--- config.mk ---
export PLATFORM = sky130hd
export DESIGN_NAME = ram_bist_ctrl
export DESIGN_NICKNAME = d
export VERILOG_FILES = /design/src/rtl/ram_bist_ctrl.sv
export SDC_FILE = /design/constraint.sdc
export NUM_CORES = 1
export LEC_CHECK = 0
export CORE_UTILIZATION = 53
export DETAILED_ROUTE_END_ITERATION = 10
export PLACE_DENSITY = 0.84
export SYNTH_ARGS = -nofsm -noshare
export SYNTH_HDL_FRONTEND = slang
export SYNTH_SLANG_ARGS = --single-unit
--- constraint.sdc ---
create_clock -name clk -period 3.9 [get_ports clk]
set_input_delay 0.39 -clock clk [delete_from_list [all_inputs] [get_ports clk]]
set_output_delay 0.39 -clock clk [all_outputs]
set_load 0.01 [all_outputs]
--- src/rtl/ram_bist_ctrl.sv ---
// Solid-pattern march BIST for a single-port RAM with registered read data.
// Writes P, reads P, writes ~P, reads ~P over 0..DEPTH-1 and records the first mismatch.
module ram_bist_ctrl #(
  parameter int                    ADDR_WIDTH = 6,
  parameter int                    DATA_WIDTH = 8,
  parameter int                    DEPTH      = 64,
  parameter logic [DATA_WIDTH-1:0] PATTERN    = 8'hA5
) (
  input  logic                  clk,
  input  logic                  rst,
  input  logic                  start,
  output logic [DATA_WIDTH-1:0] ram_data,
  output logic [ADDR_WIDTH-1:0] ram_addr,
  output logic                  ram_en,
  input  logic [DATA_WIDTH-1:0] ram_q,
  output logic                  busy,
  output logic                  done,
  output logic                  pass,
  output logic [ADDR_WIDTH-1:0] fail_addr,
  output logic [DATA_WIDTH-1:0] fail_exp,
  output logic [DATA_WIDTH-1:0] fail_act,
  output logic [7:0]            err_count,
  output logic [2:0]            dbg_state
);

  typedef enum logic [2:0] {
    S_IDLE, S_WR0, S_RD0, S_WR1, S_RD1, S_FLUSH, S_DONE
  } state_e;

  localparam logic [ADDR_WIDTH-1:0] LAST_ADDR = ADDR_WIDTH'(DEPTH - 1);

  state_e                  state_q;
  logic                    cmp_vld_q;
  logic [ADDR_WIDTH-1:0]   cmp_addr_q;
  logic [DATA_WIDTH-1:0]   cmp_exp_q;
  logic                    mismatch;
  logic                    last_addr;
  logic [7:0]              err_d;

  // Read data returns one cycle after the address, so compare against the stage registers.
  always_comb begin
    mismatch  = cmp_vld_q && (ram_q != cmp_exp_q);
    last_addr = (ram_addr == LAST_ADDR);
    err_d     = err_count;
    if (mismatch && (err_count != 8'hFF)) err_d = err_count + 8'd1;
  end

  assign dbg_state = state_q;

  always_ff @(posedge clk) begin
    if (rst) begin
      state_q    <= S_IDLE;
      cmp_vld_q  <= 1'b0;
      cmp_addr_q <= '0;
      cmp_exp_q  <= '0;
      ram_data   <= '0;
      ram_addr   <= '0;
      ram_en     <= 1'b0;
      busy       <= 1'b0;
      done       <= 1'b0;
      pass       <= 1'b0;
      fail_addr  <= '0;
      fail_exp   <= '0;
      fail_act   <= '0;
      err_count  <= '0;
    end else begin
      cmp_vld_q <= 1'b0;
      done      <= 1'b0;
      err_count <= err_d;
      // A non-zero count means the first failure is already latched.
      if (mismatch && (err_count == 8'd0)) begin
        fail_addr <= cmp_addr_q;
        fail_exp  <= cmp_exp_q;
        fail_act  <= ram_q;
      end
      case (state_q)
        S_IDLE: begin
          if (start) begin
            state_q   <= S_WR0;
            busy      <= 1'b1;
            ram_en    <= 1'b1;
            ram_addr  <= '0;
            ram_data  <= PATTERN;
            err_count <= '0;
            pass      <= 1'b0;
            fail_addr <= '0;
            fail_exp  <= '0;
            fail_act  <= '0;
          end
        end
        S_WR0: begin
          if (last_addr) begin
            state_q  <= S_RD0;
            ram_en   <= 1'b0;
            ram_addr <= '0;
            ram_data <= '0;
          end else ram_addr <= ram_addr + 1'b1;
        end
        S_RD0: begin
          cmp_vld_q  <= 1'b1;
          cmp_addr_q <= ram_addr;
          cmp_exp_q  <= PATTERN;
          if (last_addr) begin
            state_q  <= S_WR1;
            ram_en   <= 1'b1;
            ram_addr <= '0;
            ram_data <= ~PATTERN;
          end else ram_addr <= ram_addr + 1'b1;
        end
        S_WR1: begin
          if (last_addr) begin
            state_q  <= S_RD1;
            ram_en   <= 1'b0;
            ram_addr <= '0;
            ram_data <= '0;
          end else ram_addr <= ram_addr + 1'b1;
        end
        S_RD1: begin
          cmp_vld_q  <= 1'b1;
          cmp_addr_q <= ram_addr;
          cmp_exp_q  <= ~PATTERN;
          if (last_addr) begin
            state_q  <= S_FLUSH;
            ram_addr <= '0;
          end else ram_addr <= ram_addr + 1'b1;
        end
        S_FLUSH: begin
          state_q <= S_DONE;
          busy    <= 1'b0;
          done    <= 1'b1;
          pass    <= (err_d == 8'd0);
        end
        S_DONE:  state_q <= S_IDLE;
        default: state_q <= S_IDLE;
      endcase
    end
  end

endmodule

== Yosys cells after proc, flatten, opt, wreduce, memory -nomap -nowiden ==
Cells that the tools add are included.

* Register bits: 66
* Input port bits: 11
* Output and inout port bits: 51
* Logic and storage cells: 82

* $add $sub $neg: 2
* Equal/unequal tests: 14
* Multiplexer cells: 35
* Reduce and logical (&&, ||, !) cells: 17

{| class="wikitable"
|+ Operators with widths
! kind !! count
|-
| two-way mux 8 bit || 12
|-
| two-way mux 6 bit || 5
|-
| one-hot mux 8 bit (3 select lines) || 1
|-
| one-hot mux 3 bit (6 select lines) || 1
|-
| zero test 8 bit || 2
|-
| one-hot mux 8 bit (2 select lines) || 1
|-
| two-way mux 3 bit || 5
|-
| one-hot mux 6 bit (2 select lines) || 1
|-
| inequality test 2 bit, second input constant || 5
|-
| adder 8 x 1 -> 8 bit, second input constant || 1
|-
| inequality test 8 bit || 1
|-
| inequality test 8 bit, second input constant || 1
|-
| adder 6 x 1 -> 6 bit, second input constant || 1
|-
| equality test 3 x 2 -> 1 bit, second input constant || 2
|-
| equality test 3 bit, second input constant || 2
|-
| equality test 6 bit, second input constant || 1
|-
| two-way mux 1 bit || 6
|-
| nonzero test 2 bit || 3
|-
| AND reduction 5 bit || 1
|-
| one-hot mux 1 bit (2 select lines) || 2
|-
| AND reduction 2 bit || 2
|-
| AND reduction 4 bit || 1
|-
| OR reduction 2 bit || 2
|-
| OR reduction 4 bit || 1
|-
| 6 further kinds || 8
|}

== Logic depth before layout (Yosys ltp) ==
Gate-level depths: netlist of run 1.

* Depth in word-level cells: 6
* Mapped depth: 9
* Gate-level depth less buffers: 7

== Worst setup path before layout of run 1 ==
No wires, ideal clock.

* Kind: register to register
* Start point: register err_count[0]
* End point: register pass
* Setup time: 0.059 ns
* Arrival time: 1.725 ns
* Required time: 3.841 ns
* Path slack: 2.117 ns
* Cell stages (with the launch flop): 8
* Path buffers: 0
* Clock period less this slack: 1.783 ns
* Cell sequence: dfxtp_1 ha_1 and4_2 nand2_1 nor2_1 or4_1 a21oi_1 a31o_1

* Longest elaborated chain between the ends: 5
* Elaborated cells between the ends (all ways): 6
* Those cells by class: 1 x add/sub; 1 x eq/ne; 2 x mux; 2 x reduce/logical

{| class="wikitable"
|+ Ends and longest elaborated chain
! element !! RTL line !! RTL
|-
| from (decl) || 22 || <nowiki>output logic [7:0] err_count,</nowiki>
|-
| from (signal assigned) || 69 || <nowiki>err_count <= err_d;</nowiki>
|-
| branches (longest 2 deep; another with adder 8 x 1 -> 8 bit) || -- ||
|-
| two-way mux 8 bit (*) || 45 || <nowiki>if (mismatch && (err_count != 8'hFF)) err_d = err_count + 8'd1;</nowiki>
|-
| zero test 8 bit (*) || 131 || <nowiki>pass <= (err_d == 8'd0);</nowiki>
|-
| one-hot mux 1 bit (2 select lines) (*) || 76 || <nowiki>case (state_q)</nowiki>
|-
| to (signal assigned) || 131 ||
|-
| to (decl) || 18 || <nowiki>output logic pass,</nowiki>
|}

Every way passes the cells marked *.
A chain may end at the register's enable or synchronous reset.

== Worst setup path in the final report of run 1 ==
* Start point: register state_q[2], in the netlist dbg_state[2]
* End point: output dbg_state[2]

{| class="wikitable"
|+ RTL lines
! element !! RTL line !! RTL
|-
| from (decl) || 32 || <nowiki>state_e state_q;</nowiki>
|-
| from (signal assigned) || 52 || <nowiki>state_q <= S_IDLE;</nowiki>
|-
| from (signal assigned) || 79 || <nowiki>state_q <= S_WR0;</nowiki>
|-
| from (signal assigned) || 93 || <nowiki>state_q <= S_RD0;</nowiki>
|-
| to (decl) || 23 || <nowiki>output logic [2:0] dbg_state</nowiki>
|}

No word-level cell between the ends.

==> impl_metrics.tcl, run 1 <==
set metrics [dict create \
    crit_type "flip-flop to output pin" \
    gp_congestion 0.877 \
    rrSetupSlack_ns 1.84 \
    setup_viol 0 \
    wl_met1_um 2590 \
    min_path_type "flip-flop to flip-flop" \
    timing.fmax_ghz 0.443 \
    cp_cell_sequence "clkdlybuf4s50_1" \
    drive_gt1_share_pct 10.5 \
    antenna_found_initial 0 \
    syn-mean-instance-area_um2 8.20 \
    switchingPower_uw 226 \
    dieArea_um2 5190 \
    vias 2357 \
    hold_viol 0 \
    maxSlewViolCount 0 \
    clk_pin_slew_worst_paths_ns 0.09 \
    period_minus_slack_ns 2.26 \
    r2r-start "ram_addr[0]" \
    cts_tree "done" \
    areaGrowthSynthToFinish_pct 24.5 \
    post-dp-hpwl_um 3820 \
    ios 62 \
    insertedDiodeCount 0 \
    ir_drop_mv 0.155 \
    crit_path_start_kind "flip-flop" \
    vias_per_cell 5.51 \
    synth_edf_count 0 \
    rsz0062_at_grt "false" \
    cp_max_fo 26 \
    synth_nets 331 \
    worst_slack_ns 1.64 \
    cts.repair.resized 0 \
    highest_layer "met4" \
    grt.total_usage_pct 21.8 \
    rows 25 \
    power_uw 963 \
    clk_latency_ns 0.30 \
    async_flop_share_pct 0 \
    synthFlopType "dfxtp_1" \
    critPathBufInv 1 \
    cp-startpoint "dbg_state[2]" \
    pre_cts_slack_ns 1.46 \
    cp_top_family "flip-flops" \
    wl_met2_um 2500 \
    die_w_um 72.0 \
    yosysSeqAreaShare_pct 41.6 \
    max-cap-violations 0 \
    grt_overflow 0 \
    initial_core_util_pct 55.0 \
    worstReg2RegEnd "ram_en" \
    ctsHoldBuffers 0 \
    power.density_nw_per_um2 298 \
    crit_path_top_delay_cell "dfxtp_1" \
    numPortBuffers 61 \
    cts-buffers-inserted 5 \
    drt_wl_total_um 5520 \
    reg2reg_depth 7 \
    cts.path.max_buffers 2 \
    p_leak_nw 1.05 \
    cp.depth 1 \
    antenna_left 0 \
    crit_path_end "dbg_state[2]" \
    finClkSkew_ns 0.00246 \
    placed_area_um2 3140 \
    drt_iter0_markers 148 \
    grt_pass1_wl_um 9030 \
    setup_tns_ns 0 \
    synth.cell_area_um2 2600 \
    cp.arrival_ns 1.87 \
    grt_max_degree 27 \
    relSlewSlack_pct 45.6 \
    clock_sinks 54 \
    post_drt_wl_per_cell_um 12.9 \
    synth_warnings 0 \
    grt_pass1_vias 2009 \
    crit_path_end_kind "output pin" \
    first_pass_iters 4 \
    worst_slew_pin_slew_ns 0.814 \
    seqPwrFrac_pct 58.6 \
    die_y_um 72.0 \
    slowest_delay_ns 0.86 \
    final_cell_area_um2 3230 \
    cts_setup_buffers 0 \
    p_comb_share_pct 8.3 \
    cts_max_level 2 \
    min_period_over_period_pct 57.9 \
    drc 0 \
    cts-root-buf "clkbuf_8" \
    sw_frac_of_total_pct 23.5 \
    synth_cell_types 50 \
    synth_cells 317 \
    cell_internal_pwr_uw 737 \
    p_clk_share_pct 33.2 \
    cp.required_ns 3.51 \
    core_area_um2 4720 \
    met3_wirelength_um 362 \
    outcome "complete, no violations" \
    ys_ff_latch 54 \
    layout.nets 374 \
]
-- flip-flops by register name, indices dropped and copies added, names as in the netlist --
register,count
cmp_addr_q,6
cmp_exp_q,2
ram_en,1
ram_addr,6
fail_act,8
fail_addr,6
err_count,8
busy,1
cmp_vld_q,1
ram_data,2
done,1
dbg_state,3
pass,1
fail_exp,8
-- cell usage in the layout, fill, tap and decap left out, types with 3 or more instances in the layout --
master and n:
ha_1 3, nand4_1 3, o21ai_1 3, nor4_1 3, a211oi_1 5, nand2_2 10
a21oi_2 10, nand2_1 44, a31oi_1 3, and4_1 3, nor2_1 39, mux2i_1 9
a2111oi_0 3, clkdlybuf4s50_1 61, clkbuf_8 6, inv_1 7, nor3_1 8, a21oi_1 33
dfxtp_1 54, nand3_1 7, xnor2_1 5, o21ai_0 10
-- logic make-up after synthesis --
| kind of cell | after synthesis | synth area share (%) |
|---|---|---|
| AOI/OAI and AO/OA | 76 | 18.3 |
| xor gates and xnor gates | 6 | 2.02 |
| adders and majority gates | 3 | 1.44 |
| buffers and inverters | 34 | 7.37 |
| DFF | 54 | 41.6 |
| muxes | 11 | 4.33 |
| and+or+nand+nor | 133 | 24.9 |
-- synthesized netlist by cell type (all sizes together) (4+ instances only) --
library cell	number	area, um2
dfxtp	54	1080
nand2	54	228
a21oi	43	253
nor2	39	146
clkbuf	14	55.1
buf	13	110
o21ai	13	65.1
mux2i	9	90.1
nor3	8	40.0
inv	7	26.3
nand3	7	35.0
a211oi	5	37.5
xnor2	5	43.8
and4	4	36.3
nor4	4	40.0
-- how the worst min path moves through the flow --
| stage | slack, ns | from | cells after the start | endpoint |
|---|---|---|---|---|
| after detailed placement | 0.44 | fail_act[0] | 2 | fail_act[0] |
| after global routing | 0.47 | fail_act[6] | 2 | fail_act[6] |
| after global placement | 0.44 | fail_exp[5] | 2 | fail_exp[5] |
| final | 0.45 | fail_act[0] | 2 | fail_act[0] |
| after CTS | 0.46 | fail_act[0] | 2 | fail_act[0] |
| after floorplan | 0.44 | cmp_addr_q[5] | 2 | fail_addr[5] |
-- power by group through the flow --
stage                     Sequential (mW)  Combinational (mW)  Clock (mW)
after floorplan                     0.576              0.0464           0
after global placement              0.577              0.0783           0
after detailed placement            0.577              0.0789           0
after CTS                           0.564              0.0797       0.328
after global routing                0.565              0.0869       0.349
final                               0.564              0.0797       0.319
-- metal layers --
| layer | vias to the layer above | track usage [%] |
|---|---|---|
| met5 | - | 0 |
| met4 | 0 | 7.19 |
| met3 | 7 | 5.28 |
| met1 | 1089 | 28.5 |
| met2 | 80 | 35.4 |
| li1 | 1181 | - |
-- through the flow --
step                      instances  hold slack [ns]  util, %
final                           428            0.451     68.5
after global routing            428            0.472     68.5
after CTS                       428            0.456     68.5
after detailed placement        420            0.444     66.5
after global placement          420            0.439     66.5
after floorplan                 317            0.436        -
-- worst min-delay path, cell delays in order (launching register included) --
cell and delay (ns):
dfxtp_1 0.32, nand2_1 0.05, a21oi_1 0.05
-- area by class of cell --
| type | count | area, um2 |
|---|---|---|
| fillers | 405 | 1490 |
| multi-input cells | 229 | 1330 |
| flip-flops and latches | 54 | 1080 |
| repair buffers | 63 | 626 |
| clock buffers | 7 | 86.3 |
| well taps | 67 | 83.8 |
| inverters | 7 | 26.3 |
| clock inverters | 1 | 5.00 |
(Power assumes the default switching activity.)
==> inputs of run 2 (changes only) <==
- CORE_UTILIZATION: 53 -> 45
- PLACE_DENSITY: 0.84 -> 0.76
- clock period: 3.9 -> 2 ns (I/O delays scaled with it)
==> run 2 against run 1 <==
Clock-buffer cell count decreased by 2. Non-clock buffer count grew 22. Clock skew up 0.0044 ns. Worst hold slack better by 0.0057 ns. Sequential power grew 93%. Final area rose by 6.0%. Clock power up 110%. Worst setup slack got worse by 1.5 ns. Power grew 100%. Critical path type is now flip-flop to flip-flop.
==> impl_metrics.tcl, run 2 (synthesis results as in run 1) <==
set metrics [dict create \
    outcome "complete, no violations" \
    final_common_cell "clkdlybuf4s50_1" \
    whs_ns 0.457 \
    final_cell_area_um2 3430 \
    switchingPower_uw 497 \
    min_period_over_period_pct 94.5 \
    drt_iter0_markers 199 \
    areaGrowthSynthToFinish_pct 32.0 \
    relSlewSlack_pct 62.6 \
    cp.arrival_ns 2.16 \
    insertedDiodeCount 0 \
    ir_drop_mv 0.377 \
    vias_per_cell 5.34 \
    worst_slack_ns 0.110 \
    clk_pin_slew_worst_paths_ns 0.11 \
    cts_max_level 2 \
    core_area_um2 5540 \
    r2r-start "err_count[1]" \
    antenna_found_initial 0 \
    crit_type "flip-flop to flip-flop" \
    timing.fmax_ghz 0.529 \
    cell_internal_pwr_mw 1.44 \
    placed_area_um2 3310 \
    antenna_left 0 \
    holdCritStartpoint "fail_exp[5]" \
    setup_viol 0 \
    clock_sinks 54 \
    cts_setup_buffers 0 \
    cp.required_ns 2.27 \
    finClkSkew_ns 0.00687 \
    setup_tns_ns 0 \
    worst_slew_pin_slew_ns 0.547 \
    cts_tree "done" \
    final_cell_mix "61 x clkdlybuf4s50_1, 54 x dfxtp_1, 44 x nand2_1, 38 x nor2_1, 32 x a21oi_1" \
    power.density_nw_per_um2 564 \
    p_clk_share_pct 33.9 \
    min_path_type "flip-flop to flip-flop" \
    crit_path_start_kind "flip-flop" \
    numPortBuffers 61 \
    maxSlewViolCount 0 \
    initial_core_util_pct 46.9 \
    cts-root-buf "clkbuf_8" \
    first_pass_iters 4 \
    seqPwrFrac_pct 56.5 \
    rows 27 \
    die_y_um 78.0 \
    rrSetupSlack_ns 0.11 \
    biggestRegsByFlops "err_count (8), fail_act (8), fail_exp (8)" \
    pre_cts_slack_ns -0.179 \
    die_w_um 78.0 \
    drt_wl_total_um 6050 \
    cts-buffers-inserted 5 \
    max-cap-violations 0 \
    cts.path.max_buffers 2 \
    hold_viol 0 \
    reg2reg_depth 7 \
    grt_max_degree 23 \
    crit_path_end "pass" \
    cts.repair.resized 0 \
    layout.nets 396 \
    grt_pass1_wl_um 9680 \
    ctsHoldBuffers 0 \
    rsz0062_at_grt "false" \
    crit_path_end_kind "flip-flop" \
    post_drt_wl_per_cell_um 13.3 \
    cp_max_fo 6 \
    grt_overflow 0 \
    post-dp-hpwl_um 4360 \
    period_minus_slack_ns 1.89 \
    p_comb_share_pct 9.6 \
    finish.utilization_pct 61.9 \
    grt.total_usage_pct 19.9 \
    vias 2428 \
    ios 62 \
    worstReg2RegEnd "pass" \
    sw_frac_of_total_pct 25.7 \
    gp_congestion 0.927 \
    clk_latency_ns 0.32 \
    cp-startpoint "err_count[1]" \
    dieArea_um2 6080 \
    grt_pass1_vias 2162 \
    drive_gt1_share_pct 17.5 \
    drc 0 \
    p_leak_nw 1.16 \
]
## run 2: cell types whose count changed in the layout (fill, tap and decap cells not counted), sizes merged
cell    previous run  this run
buf                2        24
clkbuf             7         5
inv                7         9
## run 2: worst max-delay path, cell delays in order, from the launching register on
cell     delay [ns]
dfxtp_1        0.37
ha_2           0.21
and4_2         0.26
nand2_1        0.12
nor2_1         0.12
or4_1          0.50
a21oi_2        0.13
a31o_1         0.13
## run 2: how the worst min path moves through the flow
stage	cells after the start	slack (ns)	endpoint
6_report	2	0.46	fail_exp[5]
5_1_grt	2	0.48	fail_exp[5]
4_1_cts	2	0.46	fail_act[7]
3_5_place_dp	2	0.44	fail_act[7]
3_3_place_gp	2	0.44	fail_exp[5]
2_1_floorplan	2	0.33	fail_act[2]
## run 2: power by group through the flow
stage | clock (mW) | combinational, mW | sequential [mW]
final | 0.655 | 0.186 | 1.09
after global placement | 0 | 0.181 | 1.12
after detailed placement | 0 | 0.182 | 1.12
after global routing | 0.732 | 0.200 | 1.09
after floorplan | 0 | 0.0904 | 1.12
after CTS | 0.681 | 0.184 | 1.09
## run 2: metal layers
layer / part of all wire (%) / global-route usage (%) / up-vias
li1: - / - / 1219
met1: 46 / 23.6 / 1125
met2: 48 / 35.0 / 77
met3: 5.2 / 5.29 / 7
met4: 0.91 / 5.93 / 0
met5: 0 / 0 / -
## run 2: metrics by stage
stage                     std cells  power (mW)
final                           455        1.93
after global placement          447        1.30
after floorplan                 317        1.21
after detailed placement        447        1.30
after CTS                       455        1.96
after global routing            455        2.03
## run 2: area by class of cell
cell class | count | area (um2)
Timing Repair Buffer | 85 | 791
Sequential cell | 54 | 1080
Clock inverter | 3 | 28.8
Tap cell | 72 | 90.1
Multi-Input combinational cell | 229 | 1340
Inverter | 7 | 26.3
Fill cell | 499 | 2110
Clock buffer | 5 | 68.8
